==> config.mk <==
export PLATFORM = sky130hd
export DESIGN_NAME = mem_lsu
export DESIGN_NICKNAME = d
export VERILOG_FILES = /design/src/rtl/mem_lsu.sv
export SDC_FILE = /design/constraint.sdc
export NUM_CORES = 1
export LEC_CHECK = 0
export CAP_MARGIN = 25
export CORE_ASPECT_RATIO = 0.7
export CORE_MARGIN = 2
export CORE_UTILIZATION = 36
export CTS_BUF_LIST = sky130_fd_sc_hd__clkbuf_16
export DETAILED_ROUTE_END_ITERATION = 6
export GPL_ROUTABILITY_DRIVEN = 0
export PLACE_DENSITY = 0.91
export SETUP_SLACK_MARGIN = 0.2
export SLEW_MARGIN = 20
export SYNTH_ARGS = -nofsm -noshare
export SYNTH_HDL_FRONTEND = slang
export SYNTH_SLANG_ARGS = --single-unit
==> constraint.sdc <==
create_clock -name clk -period 2.17 [get_ports clk]
set_input_delay 0.217 -clock clk [delete_from_list [all_inputs] [get_ports clk]]
set_output_delay 0.217 -clock clk [all_outputs]
set_load 0.01 [all_outputs]
==> src/rtl/mem_lsu.sv <==
// Load/store unit between a core request port and a word-addressed memory.
// Performs alignment checks, byte-lane steering for stores, and load extraction and extension.
module mem_lsu #(
  parameter bit STORE_ACK = 1'b1
) (
  input  logic        clk,
  input  logic        resetb,
  input  logic        req_valid,
  output logic        req_ready,
  input  logic        req_we,
  input  logic [31:0] req_addr,
  input  logic [1:0]  req_size,
  input  logic        req_unsigned,
  input  logic [31:0] req_wdata,
  output logic        rsp_valid,
  input  logic        rsp_ready,
  output logic [31:0] rsp_rdata,
  output logic        rsp_err,
  output logic        mem_rready,
  output logic        mem_wready,
  output logic [29:0] mem_raddr,
  output logic [29:0] mem_waddr,
  output logic [31:0] mem_wdata,
  output logic [3:0]  mem_wstrb,
  input  logic [31:0] mem_rdata
);

  localparam int unsigned DW = 32;

  typedef enum logic [1:0] {
    S_IDLE = 2'd0,
    S_RD   = 2'd1,
    S_RSP  = 2'd2
  } state_e;

  state_e          state_q, state_d;
  logic [1:0]      addr_lo_q, addr_lo_d;
  logic [1:0]      size_q, size_d;
  logic            uns_q, uns_d;
  logic            rsp_valid_q, rsp_valid_d;
  logic [DW-1:0]   rsp_rdata_q, rsp_rdata_d;
  logic            rsp_err_q, rsp_err_d;

  logic            accept;
  logic            req_err;
  logic [DW-1:0]   ld_shift;
  logic [DW-1:0]   ld_data;

  // State and captured request context
  always_ff @(posedge clk or negedge resetb) begin
    if (!resetb) begin
      state_q     <= S_IDLE;
      addr_lo_q   <= 2'b00;
      size_q      <= 2'b00;
      uns_q       <= 1'b0;
      rsp_valid_q <= 1'b0;
      rsp_rdata_q <= '0;
      rsp_err_q   <= 1'b0;
    end else begin
      state_q     <= state_d;
      addr_lo_q   <= addr_lo_d;
      size_q      <= size_d;
      uns_q       <= uns_d;
      rsp_valid_q <= rsp_valid_d;
      rsp_rdata_q <= rsp_rdata_d;
      rsp_err_q   <= rsp_err_d;
    end
  end

  // Misaligned or illegal-size requests never reach memory
  always_comb begin
    req_err = 1'b0;
    case (req_size)
      2'b00:   req_err = 1'b0;
      2'b01:   req_err = req_addr[0];
      2'b10:   req_err = |req_addr[1:0];
      default: req_err = 1'b1;
    endcase
  end

  // Right-align the addressed bytes of the returned word and extend to 32 bits
  always_comb begin
    ld_shift = mem_rdata >> {addr_lo_q, 3'b000};
    ld_data  = ld_shift;
    case (size_q)
      2'b00:   ld_data = {{24{~uns_q & ld_shift[7]}}, ld_shift[7:0]};
      2'b01:   ld_data = {{16{~uns_q & ld_shift[15]}}, ld_shift[15:0]};
      default: ld_data = ld_shift;
    endcase
  end

  // Next-state and response register update
  always_comb begin
    state_d     = state_q;
    addr_lo_d   = addr_lo_q;
    size_d      = size_q;
    uns_d       = uns_q;
    rsp_valid_d = rsp_valid_q;
    rsp_rdata_d = rsp_rdata_q;
    rsp_err_d   = rsp_err_q;
    case (state_q)
      S_IDLE: begin
        if (accept) begin
          addr_lo_d = req_addr[1:0];
          size_d    = req_size;
          uns_d     = req_unsigned;
          if (req_err) begin
            state_d     = S_RSP;
            rsp_valid_d = 1'b1;
            rsp_rdata_d = '0;
            rsp_err_d   = 1'b1;
          end else if (!req_we) begin
            state_d = S_RD;
          end else if (STORE_ACK) begin
            state_d     = S_RSP;
            rsp_valid_d = 1'b1;
            rsp_rdata_d = '0;
            rsp_err_d   = 1'b0;
          end
        end
      end
      S_RD: begin
        state_d     = S_RSP;
        rsp_valid_d = 1'b1;
        rsp_rdata_d = ld_data;
        rsp_err_d   = 1'b0;
      end
      S_RSP: begin
        if (rsp_ready) begin
          state_d     = S_IDLE;
          rsp_valid_d = 1'b0;
          rsp_rdata_d = '0;
          rsp_err_d   = 1'b0;
        end
      end
      default: state_d = S_IDLE;
    endcase
  end

  // Handshake and memory-side outputs
  always_comb begin
    req_ready  = resetb & (state_q == S_IDLE);
    accept     = req_valid & req_ready;
    mem_rready = accept & ~req_we & ~req_err;
    mem_wready = accept & req_we & ~req_err;
    mem_raddr  = req_addr[31:2];
    mem_waddr  = req_addr[31:2];
    mem_wstrb  = 4'b0000;
    mem_wdata  = req_wdata;
    case (req_size)
      2'b00:   mem_wdata = {4{req_wdata[7:0]}};
      2'b01:   mem_wdata = {2{req_wdata[15:0]}};
      default: mem_wdata = req_wdata;
    endcase
    if (mem_wready) begin
      case (req_size)
        2'b00:   mem_wstrb = 4'(4'b0001 << req_addr[1:0]);
        2'b01:   mem_wstrb = 4'(4'b0011 << req_addr[1:0]);
        default: mem_wstrb = 4'b1111;
      endcase
    end
    rsp_valid = rsp_valid_q;
    rsp_rdata = rsp_rdata_q;
    rsp_err   = rsp_err_q;
  end

endmodule

==> metrics <==
DR DRC count=0; area of the mapped netlist=0.00331 mm^2; most common cell after layout, fill and taps aside=clkdlybuf4s50_1; sequential-to-total area share from yosys stat=31.0%; antenna-violating nets left=0; layout cells sized above 1=20.3%; Worst path top cell family by delay=simple AND/OR/NAND/NOR gates; first-pass GRT wire length=16.0 mm; vias in the first global route=3134; row count=29; Max stage delay on crit path=roughly 0.4 ns; ys flop type=dfrtp_1; FFs w/ async S/R, synth=100%; DR WL/cell=~18 um; DR vias=approximately 3000; cell area power density=1010 mW/mm^2; #FFs+latches synth=41; clock tree sinks=41; MaxCap Viol Count=0; Hold WC Path Type=input pin to asynchronous set/reset pin; Reg clk slew, reported paths=roughly 0.060 ns; max frequency=roughly 500 MHz; largest net degree at the start of global routing=26; worst relative slew slack=58.7%; Post-synth EDFFs=0; Buf/Inv on CP=3; total wire length=10.1 mm; DP Worst Slack=-0.274 ns; Die W=119 um; root buffer cell=clkbuf_16; worst skew pair latency=between 0.2 and 0.3 ns; initial core utilization=about 37%; Lkg Pwr=2.03 nW; TritonCTS clock tree=done; total track usage=19.9%; Slew Limit Fails=0; hold buffer count at CTS=0; Synth Instances=352; Max H-tree Level=2; Placed Cells=554; fill cell count=about 800; Worst path slowest cell=or3b_4; Area Overhead vs Synth=43.5%; Post-Layout Cell Count=572; worst endpoint data arrival time=1.78 ns; most frequent cells in the layout=127 x clkdlybuf4s50_1, 41 x dfrtp_1, 36 x mux2i_1; initial antenna violation count=0; syn_nets=460; layout net count=between 500 and 600; Port Buffers=146; via/cell ratio=between 5 and 6; skew final=0.00457 ns; Worst Path Required=1.95 ns; Setup violations, final=0; final-report hold violation count=0; crit-path cells=inv_2 -> ha_4 -> nand3_4 -> or3b_4 -> buf_6 -> a21oi_2 -> buf_2; Max VDD drop=425 uV; final setup margin=0.175 ns; worst hold slack=roughly 0.028 ns; Die Area=around 0.010 mm^2; worst-margin pin slew=0.618 ns; Final TNS setup=0 ns; CP endpoint kind=primary output; Inserted Clock Buffers=5; clk buf depth=2; RSZ-0062 raised after global routing=yes; Worst Path Class, Setup=flop to primary output; Cell variety after synth=38; Top Ports=237; first-pass iteration count of the detailed router=5; Avg Synthesized Cell Area=9.41 um^2; DP Wirelength=7.80 mm; status=completed; crit-path max FO=3; Congestion Overflow GR=0; Initial DRC Count=303; Final min period=approximately 2 ns; Worst setup SP type=flop; Die Ht=84.3 um; diode count=0; synth warn=0; core footprint=0.00900 mm^2; final worst-path cycle share=just over 90%
[layer usage]
layer | GRT usage, % | vias to the layer above | share of wire [%]
li1 | - | 1383 | -
met1 | 24.5 | 1442 | 41
met2 | 33.9 | 169 | 48
met3 | 6.39 | 15 | 9.5
met4 | 5.19 | 0 | 1.3
met5 | 0 | - | 0
[final timing paths]
kind	startpoint	end	slack, ns	cells past startpoint
hold reg to reg	rsp_rdata[10]	rsp_rdata[10]	0.49	1
max in group asynchronous	resetb	rsp_rdata[18]	1.89	2
hold / removal	resetb	rsp_rdata[2]	0.03	2
setup / recovery	state_q[1]	mem_wstrb[3]	0.17	7
min in group clk	req_size[0]	size_q[0]	0.40	3
setup reg to reg	size_q[0]	rsp_rdata[18]	0.30	4
[report_power, final]
part / leakage [nW] / internal (mW) / switching (mW)
combinational: 1.39 / 1.34 / 1.36
clock: 0.0852 / 0.541 / 0.316
sequential: 0.554 / 0.993 / 0.232
[cells in the mapped netlist (7+ instances only)]
cell | instances | share of area [%]
nor2_1 | 7 | 0.79
inv_1 | 14 | 1.6
mux2i_1 | 36 | 11
nand2_1 | 35 | 4.0
clkbuf_1 | 8 | 0.91
o21ai_0 | 19 | 2.9
buf_2 | 9 | 1.4
o211ai_1 | 7 | 1.6
dfrtp_1 | 41 | 31
a32o_1 | 16 | 4.8
mux2_2 | 27 | 9.2
o2bb2ai_1 | 16 | 4.2
a21oi_1 | 13 | 2.0
buf_4 | 70 | 16
[final cells by class]
class	count	area [um^2]	share of cell area, %
flip-flops and latches	41	1030	21.6
inverters	14	52.6	1.10
multi-input cells	206	1660	34.9
clock buffers	5	125	2.63
clock inverters	3	42.5	0.895
repair buffers	179	1700	35.7
well taps	124	155	3.26
[flip-flops by register name, indices dropped and copies added (netlist names)]
name and cells:
rsp_rdata 32, addr_lo_q 2, size_q 2, state_q 2
rsp_err 1, rsp_valid 1, uns_q 1
[kinds of logic (layout without fill, tap and decap cells)]
| group | Yosys count | in the layout | share of synthesized area [%] |
|---|---|---|---|
| AO/OA/AOI/OAI | 78 | 78 | 17.3 |
| adder cells (fa/ha/maj) | 4 | 4 | 1.51 |
| buffers and inverters | 105 | 201 | 20.7 |
| flip-flops | 41 | 41 | 31.0 |
| multiplexers | 64 | 64 | 20.7 |
| AND/OR/NAND/NOR | 60 | 60 | 8.80 |
[per-stage QoR]
step	utilization [%]	power, mW	cell area (um^2)
after CTS	52.1	4.71	4690
after floorplan	-	2.87	3310
after global placement	49.7	3.67	4480
final	52.9	4.79	4760
after global routing	52.9	5.07	4760
after detailed placement	49.7	3.77	4480
[what timing repair did]
item / 4_1_cts / 5_1_grt
endpoints found under the setup margin: 47 / 36
pin swaps: 2 / 4
resized for setup: 38 / 17
buffers inserted: 7 / 3
Power figures use the tool's default switching activity.
